===== config.mk =====
export PLATFORM = sky130hd
export DESIGN_NAME = ysyx_23060184_lsu
export DESIGN_NICKNAME = d
export VERILOG_FILES = /design/src/rtl/ysyx_23060184_lsu.sv
export SDC_FILE = /design/constraint.sdc
export NUM_CORES = 1
export LEC_CHECK = 0
export CAP_MARGIN = 20
export CORE_ASPECT_RATIO = 1.5
export CORE_MARGIN = 2
export CORE_UTILIZATION = 45
export DETAILED_ROUTE_END_ITERATION = 10
export PLACE_DENSITY_LB_ADDON = 0.15
export SYNTH_ARGS = -nofsm -noshare
export SYNTH_HDL_FRONTEND = slang
export SYNTH_SLANG_ARGS = --single-unit

===== constraint.sdc =====
create_clock -name clk -period 5.5 [get_ports clk]
set_input_delay 0.55 -clock clk [delete_from_list [all_inputs] [get_ports clk]]
set_output_delay 0.55 -clock clk [all_outputs]
set_load 0.005 [all_outputs]

===== src/rtl/ysyx_23060184_lsu.sv =====
// ============================================================================
// Module      : ysyx_23060184_lsu
// Description : Load/store unit with one data-memory transaction at a time
//               over valid/ready request and response channels.
// Revision    : 1.0 - initial release
// ============================================================================
`default_nettype none

module ysyx_23060184_lsu #(
    parameter int DATA_WIDTH = 32
) (
    input  logic                    clk,
    input  logic                    rst,
    input  logic                    in_valid,
    output logic                    in_ready,
    input  logic                    in_wen,
    input  logic [2:0]              in_funct3,
    input  logic [DATA_WIDTH-1:0]   in_addr,
    input  logic [DATA_WIDTH-1:0]   in_wdata,
    output logic                    mem_req_valid,
    input  logic                    mem_req_ready,
    output logic                    mem_req_wen,
    output logic [DATA_WIDTH-1:0]   mem_req_addr,
    output logic [DATA_WIDTH-1:0]   mem_req_wdata,
    output logic [3:0]              mem_req_wstrb,
    input  logic                    mem_rsp_valid,
    output logic                    mem_rsp_ready,
    input  logic [DATA_WIDTH-1:0]   mem_rsp_rdata,
    input  logic                    mem_rsp_err,
    output logic                    out_valid,
    input  logic                    out_ready,
    output logic [DATA_WIDTH-1:0]   ReadData,
    output logic [1:0]              out_fault
);

    localparam logic [1:0] c_IDLE     = 2'd0;
    localparam logic [1:0] c_REQ      = 2'd1;
    localparam logic [1:0] c_WAIT_RSP = 2'd2;
    localparam logic [1:0] c_DONE     = 2'd3;

    localparam logic [1:0] c_FAULT_OK       = 2'b00;
    localparam logic [1:0] c_FAULT_MISALIGN = 2'b01;
    localparam logic [1:0] c_FAULT_BUS      = 2'b10;
    localparam logic [1:0] c_FAULT_ILLEGAL  = 2'b11;

    logic [1:0]            r_state;
    logic                  r_wen;
    logic [2:0]            r_funct3;
    logic [DATA_WIDTH-1:0] r_addr;
    logic [DATA_WIDTH-1:0] r_wdata;
    logic [3:0]            r_wstrb;
    logic [DATA_WIDTH-1:0] r_readData;
    logic [1:0]            r_fault;

    logic                  w_illegal;
    logic                  w_misaligned;
    logic [1:0]            w_off;
    logic [3:0]            w_strb;
    logic [DATA_WIDTH-1:0] w_wdataShift;
    logic [DATA_WIDTH-1:0] w_shifted;
    logic [DATA_WIDTH-1:0] w_loadData;
    logic                  w_inReq;

    // Accept-time decode of the incoming op; results are registered before use.
    always_comb begin
        w_off        = in_addr[1:0];
        w_illegal    = 1'b0;
        w_misaligned = 1'b0;
        w_strb       = 4'b0000;
        w_wdataShift = in_wdata << {w_off, 3'b000};
        if (in_wen) begin
            w_illegal = in_funct3[2] | (in_funct3[1:0] == 2'b11);
        end else begin
            w_illegal = (in_funct3 == 3'b011) | (in_funct3 == 3'b110) | (in_funct3 == 3'b111);
        end
        case (in_funct3[1:0])
            2'b01:   w_misaligned = in_addr[0];
            2'b10:   w_misaligned = (in_addr[1:0] != 2'b00);
            default: w_misaligned = 1'b0;
        endcase
        case (in_funct3[1:0])
            2'b00:   w_strb = 4'b0001 << w_off;
            2'b01:   w_strb = 4'b0011 << w_off;
            default: w_strb = 4'b1111;
        endcase
    end

    always_comb begin
        w_shifted  = mem_rsp_rdata >> {r_addr[1:0], 3'b000};
        w_loadData = w_shifted;
        case (r_funct3)
            3'b000:  w_loadData = {{(DATA_WIDTH-8){w_shifted[7]}}, w_shifted[7:0]};
            3'b100:  w_loadData = {{(DATA_WIDTH-8){1'b0}}, w_shifted[7:0]};
            3'b001:  w_loadData = {{(DATA_WIDTH-16){w_shifted[15]}}, w_shifted[15:0]};
            3'b101:  w_loadData = {{(DATA_WIDTH-16){1'b0}}, w_shifted[15:0]};
            default: w_loadData = w_shifted;
        endcase
    end

    always_ff @(posedge clk or posedge rst) begin
        if (rst) begin
            r_state    <= c_IDLE;
            r_wen      <= 1'b0;
            r_funct3   <= 3'b000;
            r_addr     <= '0;
            r_wdata    <= '0;
            r_wstrb    <= 4'b0000;
            r_readData <= '0;
            r_fault    <= c_FAULT_OK;
        end else begin
            case (r_state)
                c_IDLE: begin
                    if (in_valid) begin
                        r_wen      <= in_wen;
                        r_funct3   <= in_funct3;
                        r_addr     <= in_addr;
                        r_wdata    <= w_wdataShift;
                        r_wstrb    <= in_wen ? w_strb : 4'b0000;
                        r_readData <= '0;
                        if (w_illegal) begin
                            r_fault <= c_FAULT_ILLEGAL;
                            r_state <= c_DONE;
                        end else if (w_misaligned) begin
                            r_fault <= c_FAULT_MISALIGN;
                            r_state <= c_DONE;
                        end else begin
                            r_fault <= c_FAULT_OK;
                            r_state <= c_REQ;
                        end
                    end
                end
                c_REQ: begin
                    if (mem_req_ready) begin
                        r_state <= c_WAIT_RSP;
                    end
                end
                c_WAIT_RSP: begin
                    if (mem_rsp_valid) begin
                        if (mem_rsp_err) begin
                            r_fault    <= c_FAULT_BUS;
                            r_readData <= '0;
                        end else begin
                            r_fault    <= c_FAULT_OK;
                            r_readData <= r_wen ? '0 : w_loadData;
                        end
                        r_state <= c_DONE;
                    end
                end
                c_DONE: begin
                    if (out_ready) begin
                        r_state <= c_IDLE;
                    end
                end
                default: r_state <= c_IDLE;
            endcase
        end
    end

    // Request fields read as zero outside REQ so idle/reset values are clean.
    assign w_inReq       = (r_state == c_REQ);
    assign in_ready      = (r_state == c_IDLE);
    assign mem_req_valid = w_inReq;
    assign mem_req_wen   = w_inReq & r_wen;
    assign mem_req_addr  = w_inReq ? {r_addr[DATA_WIDTH-1:2], 2'b00} : '0;
    assign mem_req_wdata = (w_inReq & r_wen) ? r_wdata : '0;
    assign mem_req_wstrb = w_inReq ? r_wstrb : 4'b0000;
    assign mem_rsp_ready = (r_state == c_WAIT_RSP);
    assign out_valid     = (r_state == c_DONE);
    assign ReadData      = r_readData;
    assign out_fault     = r_fault;

endmodule

`default_nettype wire

==> flow_summary_export.csv <==
group,metric,value,unit
cells_and_area,diodes,0,
critical_path,slowest_delay,0.85,ns
placed_design,gp_congestion,0.887,
power,irDropWorstVdd,0.194,mV
synthesis,synthTopCellsByArea,"dfrtp_1 (48%), mux2_2 (9.7%), mux2i_1 (5.5%)",
critical_path,worstSetupPathType,"flop to primary output",
critical_path,r2r_start,"r_state[0]$_DFFE_PP0P_",
critical_path,r2r-end,"ReadData[17]$_DFFE_PP0P_",
clock_tree,htreeDepth,3,
critical_path,crit_path_start_kind,"flop",
clock_tree,clk_latency,0.33,ns
drt,vias_per_cell,5.52,
critical_path,critical_path_arrival,2.55,ns
sta,finalHoldViolations,0,
floorplan,initial_core_util,45.7,%
sta,worstMarginPinSlew,1.06,ns
cells_and_area,fill_cells,1036,
sta,period_needed,3.10,ns
placed_design,dp_slack,2.77,ns
cells_and_area,synthToLayoutAreaGrowth,43.2,%
global_routing,antenna_found_initial,0,
clock_tree,postCtsHoldBufs,0,
drt,first_pass_iters,4,
cells_and_area,final_cell_mix,"clkdlybuf4s50_1 (210), dfrtp_1 (108), o21ai_0 (49), mux2_2 (49), nand2_1 (46)",
sta,timing.hold.ws,0.479,ns
critical_path,crit_chain,"inv_1 -> ha_2 -> and3_1 -> clkdlybuf4s50_1",
synthesis,syn_avg_cell_area,10.3,um2
sta,fmax,322,MHz
floorplan,ioPinCount,214,
critical_path,cp_slowest_cell,"ha_2",
cells_and_area,drive_gt1_share,11.1,%
floorplan,fp.dieW,95.6,um
cells_and_area,post-route-util,65.5,%
drt,ant_nets,0,
cells_and_area,regArea,0.00270,mm2
clock_tree,post_cts_resized,0,
cells_and_area,multi_input_area,0.00274,mm2
synthesis,yosys.area.top_type_share,47.7,%
floorplan,die_area,0.0135,mm2
critical_path,path_buf_inv,2,
critical_path,cp.required,4.95,ns
drt,postRouteWirelength,16500,um
sta,rsz0062_at_grt,"false",
critical_path,cp_top_family,"adder cells",
critical_path,cp.depth,4,
clock_tree,postCtsSetupBuffers,0,
global_routing,grt_pass1_vias,4947,
synthesis,ys_types,39,
critical_path,reg2reg_depth,6,
critical_path,r2r_slack,3.06,ns
power,p_leak,0.00356,uW
drt,vias,4934,
sta,setup_slack,2.40,ns
synthesis,synth_seq_cells,108,
power,power,3610,uW
synthesis,synthFlopType,"dfrtp_1",
sta,min_period_over_period,56.4,%
global_routing,grt_start_max_net_pins,76,
worst_hold_path,holdPathStages,2,
floorplan,core,0.0124,mm2
critical_path,crit_path_max_fanout,69,
clock_tree,numCtsBuffers,9,
global_routing,grt_overflow,0,
clock_tree,cts.path.max_buffers,2,
synthesis,netlist_area,0.00567,mm2
critical_path,endpoint,"mem_req_wdata[3]",
synthesis,ys_warn_count,0,
floorplan,rows,50,
clock_tree,root_buffer,"clkbuf_16",
synthesis,ys_seq_area_share,47.7,%
clock_tree,cts_sinks,108,
power,p_per_area,445,mW/mm2
cells_and_area,final_common_cell,"clkdlybuf4s50_1",
drt,drc_errors,0,
drt,drt_iter0_drc,180,
critical_path,endpoint_kind,"primary output",
synthesis,async_reset_ff_share,100,%
placed_design,place.port_buffers,211,
global_routing,grt_pass1_wl,25700,um
clock_tree,clkTransAtPathRegs,0.07,ns
clock_tree,cts_tree,"built",
drt,wire_per_inst,18.5,um
sta,setup_viol,0,
sta,fin_skew,0.00569,ns
worst_hold_path,min_path_type,"flop to flop",
status,status,"finished clean",
run,cap_viol_max_count,0,
placed_design,dpl.hpwl,12400,um
global_routing,track_usage,24.8,%
synthesis,synth_edf_count,0,
cells_and_area,nNetsFinal,848,
synthesis,netlist_instances,548,
sta,drv_slew,0,
sta,fin_setup_tns,0,ns
critical_path,worstSetupStartpoint,"r_state[1]$_DFFE_PP0P_",
synthesis,yosysTopAreaCell,"dfrtp_1",
floorplan,die_h,141,um
sta,slew_headroom,29.2,%
-- layout make-up --
| class | instances | area share, % |
|---|---|---|
| inverters | 8 | 0.401 |
| flip-flops and latches | 108 | 33.3 |
| multi-input cells | 389 | 33.8 |
| clock buffers | 12 | 3.16 |
| well taps | 156 | 2.41 |
| clock inverters | 4 | 0.386 |
| repair buffers | 217 | 26.5 |
-- layer usage --
metal	GRT usage, %	vias to the layer above	share of wire (%)
li1	-	2300	-
met1	28.8	2411	37
met2	43.7	195	54
met3	4.41	28	6.0
met4	11.1	0	3.4
met5	0	-	0
-- worst min-delay path, stage by stage (launching register included) --
cell     delay [ns]
dfrtp_1        0.34
nand2_1        0.04
o21ai_0        0.06
-- worst min path at each step --
| stage | slack (ns) | to | startpoint |
|---|---|---|---|
| after floorplan | 0.44 | r_wstrb[0]$_DFFE_PP0P_ | r_wstrb[0]$_DFFE_PP0P_ |
| after global placement | 0.46 | r_wdata[9]$_DFFE_PP0P_ | r_wdata[9]$_DFFE_PP0P_ |
| after detailed placement | 0.47 | r_wdata[15]$_DFFE_PP0P_ | r_wdata[15]$_DFFE_PP0P_ |
| after CTS | 0.49 | ReadData[14]$_DFFE_PP0P_ | ReadData[14]$_DFFE_PP0P_ |
| after global routing | 0.50 | ReadData[14]$_DFFE_PP0P_ | ReadData[14]$_DFFE_PP0P_ |
| final | 0.48 | ReadData[0]$_DFFE_PP0P_ | ReadData[0]$_DFFE_PP0P_ |
-- stage by stage --
stage / instance area (um2) / std cells
after floorplan: 5670 / 549
after global placement: 7830 / 878
after detailed placement: 7830 / 878
after CTS: 8110 / 894
after global routing: 8110 / 894
final: 8110 / 894
-- Yosys cell counts, drive strengths merged (2+ instances only) --
master and number:
dfrtp 108, mux2 49, o21ai 49, nand2 47, and2 35, a21oi 33, and3 32, mux2i 31
clkbuf 28, nor2 27, a221o 16, buf 16, nor2b 10, a211oi 9, a22o 8, ha 8
inv 8, nand3b 8, nand2b 4, nor3 4, o31ai 3, or2 2
-- registers in the layout, summed over array words and instances, names as in the netlist --
| signal | cells |
|---|---|
| out_fault | 2 |
| ReadData | 32 |
| r_state | 2 |
| r_wstrb | 4 |
| r_addr | 32 |
| r_wen | 1 |
| r_funct3 | 3 |
| r_wdata | 32 |
-- kinds of logic after synthesis --
kind of cell / Yosys count / share of synthesized area (%)
simple gates: 177 / 17.4
compound gates: 121 / 13.4
flops: 108 / 47.7
mux: 81 / 15.6
buf+inv: 52 / 4.06
fa+ha+maj: 8 / 1.77
other cells: 1 / 0.0662
-- power breakdown --
part	switching, uW	leakage, uW	internal [uW]
logic	746	0.00204	910
registers	220	0.00138	1120
clock network	282	0.000144	336
total	1250	0.00356	2360
No activity file was read; power rests on OpenSTA's default activity.
==> patch 1: new RTL, config.mk and constraints unchanged <==
Make the reset (`rst`) synchronous in one clocked block.
--- a/src/rtl/ysyx_23060184_lsu.sv
+++ b/src/rtl/ysyx_23060184_lsu.sv
@@ -98,5 +98,5 @@
     end
 
-    always_ff @(posedge clk or posedge rst) begin
+    always_ff @(posedge clk) begin
         if (rst) begin
             r_state    <= c_IDLE;
Check against the original RTL: differs if rst is asserted again (counterexample within 4 cycles, from zero or initial values and one cycle with rst high); with rst held inactive, the same outputs for 4 cycles.
==> patch 1 against the unedited design <==
Wire length shrank 1.4%. Cell area is 4.7% lower. Worst hold slack worse by 0.027 ns. Sequential share of layout area fell by 5.4 points. Critical path depth rose by 1. Synthesized area decreased by 6.0%. Count of clock-buffer cells in the layout is 1 lower. Total power fell by 32%. Final cell count increased by 5.1%. Global-route usage is 0.19 points higher. Sequential cell count is the same. Worst setup slack better by 0.35 ns. Clock skew grew 0.0015 ns. Via count is 5.2% higher. Critical endpoint is now ReadData[24].
==> patch 1: results (changes against the unedited design) <==
[routing]
vias_per_cell = 5.52  ; about the same
wl_met1_um = 6350  ; +4.0%
wl_met3_um = 1000  ; +0.60%
wire_per_inst_um = 17.3  ; -6.2%
met2_wirelength_um = 8490  ; -3.9%
drtIter0Drc = 277  ; +54%

[sta]
hold_viol = 0  ; unchanged
max-slew-margin-rel = 0.288  ; -0.00440
fin_worst_skew_ns = 0.00720  ; +0.00152 ns

[global_route]
grt_pass1_vias = 5091  ; +2.9%
global_route.usage.met2 = 0.446  ; +0.00958
grt_max_degree = 86  ; +13%
global_route.usage.met1 = 0.292  ; +0.00451
global_route_wire_length_before_repair_um = 25400  ; -1.3%
gr-usage-all-layers = 0.250  ; +0.00187
globalRouteMet3Util = 0.0509  ; +0.00680

[cells_and_area]
drive_above_1_share = 0.0785  ; -0.0326
fin_cells = 940  ; +5.1%
num-fill-cells = 998  ; -3.7%
finish.net_count = 900  ; +6.1%
insertedDiodeCount = 0  ; unchanged

[setup_path]
crit-reg2reg-capture = ReadData[24]
worstRegToRegCells = 5  ; -1
worst_path_dominant_cell_family = compound AO/OA/AOI/OAI gates
max_stage_delay_ns = 0.86
reg2reg_start = r_state[0]
cp_slowest_cell = and2_1
setup_slack_of_the_worst_register_to_register_path_ns = 2.75  ; -0.31 ns
worst_ep_arrival_time_ns = 3.04  ; +0.49 ns
worst-path-max-fanout = 25  ; -64%

[synth]
sequential_to_total_area_share_from_yosys_stat = 0.406  ; -0.0712
synth_warnings = 0  ; unchanged
post_synth_most_frequent_cells = 108 x dfxtp_1, 93 x nand2_1, 53 x nor2_1, 48 x a21oi_1, 39 x clkbuf_1
synth.top_cells.by_area = dfxtp_1 41%, nand2_1 6.6%, mux2_2 5.1%
synth.lib_cells_used.distinct = 41  ; +5.1%
ffs_w_async_s_r_synth = 0  ; -1.00
synth_top_flop_cell = dfxtp_1
postSynthAreaPerCell_um2 = 8.72  ; -16%

[place]
post-place-cells = 923  ; +5.1%
preCtsSetupSlack_ns = 2.56  ; -0.213 ns
dp_hpwl_um = 11500  ; -6.9%
gp_congestion = 0.825  ; -7.0%

[clock_network]
clockRootBuffer = clkbuf_16
worstSkewPairLatency_ns = 0.35  ; +0.02 ns
postCtsSetupBuffers = 0  ; unchanged
cts_buffers = 9  ; unchanged
cts_resized = 0  ; unchanged
number_of_levels_in_the_clock_h_tree = 3  ; unchanged

[min_path]
hold_crit_depth = 2  ; unchanged
hold_path.startpoint = r_addr[4]
hold-path-endpoint = r_addr[4]

[power]
worst_ir_drop_vdd_uv = 163  ; -16%
static-leakage-power_nw = 2.95  ; -17%
p_int_mw = 1.60  ; -32%

[run_status]
status = complete, no violations

## patch 1: cell families (layout without fill, tap and decap cells)
group                      after synthesis  after routing  synth area share
and+or+nand+nor                        246            246             0.224
other                                    1              2          0.000704
AOI/OAI and AO/OA                      134            134             0.177
muxes                                   51             51             0.123
adders and majority gates                8              8            0.0188
DFF                                    108            108             0.406
buffers and inverters                   63            241            0.0512
## patch 1: final cells by class
cell class                 count  area, µm²  area share
clock buffer                  11        243      0.0314
clock inverter                 5       37.5     0.00485
inverter                       8       30.0     0.00388
multi-input combinational    441       2910       0.376
sequential                   108       2160       0.280
tap                          150        188      0.0243
timing repair buffer         217       2160       0.280
## patch 1: worst max path at each step
stage                     startpoint                 to  slack (ns)  cells after the start
after global placement      in_valid       ReadData[27]        2.60                      5
after detailed placement    in_valid       ReadData[24]        2.56                      5
final                     r_state[0]       ReadData[24]        2.75                      5
after CTS                 r_state[1]  mem_req_wdata[31]        2.41                      4
after floorplan           r_state[0]       ReadData[30]        3.64                      8
after global routing      r_state[1]       ReadData[17]        2.52                      5
## patch 1: per-stage QoR
step | power (mW) | hold WS, ns | instance area (µm²) | util
2_1_floorplan | 1.54 | 0.427 | 5330 | -
3_3_place_gp | 1.84 | 0.437 | 7430 | 0.645
3_5_place_dp | 1.87 | 0.442 | 7430 | 0.645
4_1_cts | 2.47 | 0.453 | 7710 | 0.669
5_1_grt | 2.62 | 0.472 | 7730 | 0.671
6_report | 2.47 | 0.452 | 7730 | 0.671
## patch 1: power by group through the flow
stage          Sequential [mW]  Combinational, mW  Clock, mW
2_1_floorplan            0.948              0.592          0
3_5_place_dp             0.979              0.887          0
4_1_cts                  0.962              0.892      0.617
5_1_grt                  0.975              0.999      0.647
3_3_place_gp             0.973              0.866          0
6_report                 0.962              0.899      0.608
==> patch 2: new RTL, same settings <==
Made on the original files. Set the parameter `DATA_WIDTH` to 64 (it was 32).
--- a/src/rtl/ysyx_23060184_lsu.sv
+++ b/src/rtl/ysyx_23060184_lsu.sv
@@ -8,5 +8,5 @@
 
 module ysyx_23060184_lsu #(
-    parameter int DATA_WIDTH = 32
+    parameter int DATA_WIDTH = 64
 ) (
     input  logic                    clk,
Interface: changed (6 resized); port bits go from 214 to 406. No check against the original RTL was run, so the function may have changed too.
==> patch 2 against the unedited design <==
Synthesized cell count up 97%. Synthesized area up 93%. Wire length up 130%. Worst setup slack worse by 0.33 ns. Clock skew up 0.015 ns. Total power up 110%. Sequential cell count up 96. Cell area up 96%. Largest cell class unchanged.
==> patch 2: results (changes against the unedited design) <==
[setup_path]
max_stage_delay_ns = 0.59  ; -0.26 ns
worstRegToRegCells = 5  ; -1
cp_slowest_cell = ha_4
crit-reg2reg-capture = r_wdata[2]
worst_path_dominant_cell_family = buffers and inverters
worst-path-max-fanout = 80  ; +16%

[cells_and_area]
finish.net_count = 1634  ; +93%
drive_above_1_share = 0.121  ; +0.00989

[routing]
drtIter0Drc = 508  ; +180%
drt-total-wl_um = 37200  ; +130%
drtPass1Iterations = 5  ; +1

[min_path]
hold-path-endpoint = r_wdata[43]
hold_path.startpoint = r_wdata[43]

[synth]
sequential_to_total_area_share_from_yosys_stat = 0.466  ; -0.0112
synth.lib_cells_used.distinct = 40  ; +2.6%

[place]
dp_hpwl_um = 27700  ; +120%
port_buffers = 403  ; +91%

[power]
worst_ir_drop_vdd_uv = 257  ; +33%
sw_frac_of_total = 0.348  ; +0.00299
static-leakage-power_nw = 7.04  ; +98%

[clock_network]
number_of_levels_in_the_clock_h_tree = 1  ; -2
worstSkewPairLatency_ns = 0.51  ; +0.18 ns

[global_route]
grt_max_degree = 115  ; +51%
grt_pass1_vias = 9975  ; +100%

[sta]
hold_ws_ns = 0.474  ; -0.00494 ns
fin_worst_skew_ns = 0.0210  ; +0.0153 ns

[run_status]
status = complete, no violations

## patch 2: through the flow
step | util | worst slack, ns | std cells
after floorplan | - | 2.31 | 1082
after CTS | 0.656 | 2.04 | 1762
after global routing | 0.656 | 1.87 | 1762
after global placement | 0.624 | 2.44 | 1723
after detailed placement | 0.624 | 2.41 | 1723
final | 0.656 | 2.07 | 1762
## patch 2: layer usage
| layer | vias to the layer above | global-route usage | routed length, µm |
|---|---|---|---|
| li1 | 4515 | - | - |
| met1 | 4676 | 0.305 | 13000 |
| met2 | 390 | 0.527 | 19500 |
| met3 | 91 | 0.0563 | 2550 |
| met4 | 2 | 0.148 | 2150 |
| met5 | - | 0 | 13 |
## patch 2: cell type report
| cell class | count | area, µm² |
|---|---|---|
| repair buffers | 415 | 4140 |
| flip-flops and latches | 204 | 5110 |
| clock inverters | 10 | 139 |
| clock buffers | 29 | 638 |
| inverters | 7 | 30.0 |
| multi-input cells | 773 | 5410 |
| well taps | 324 | 405 |
| fillers | 2001 | 8300 |
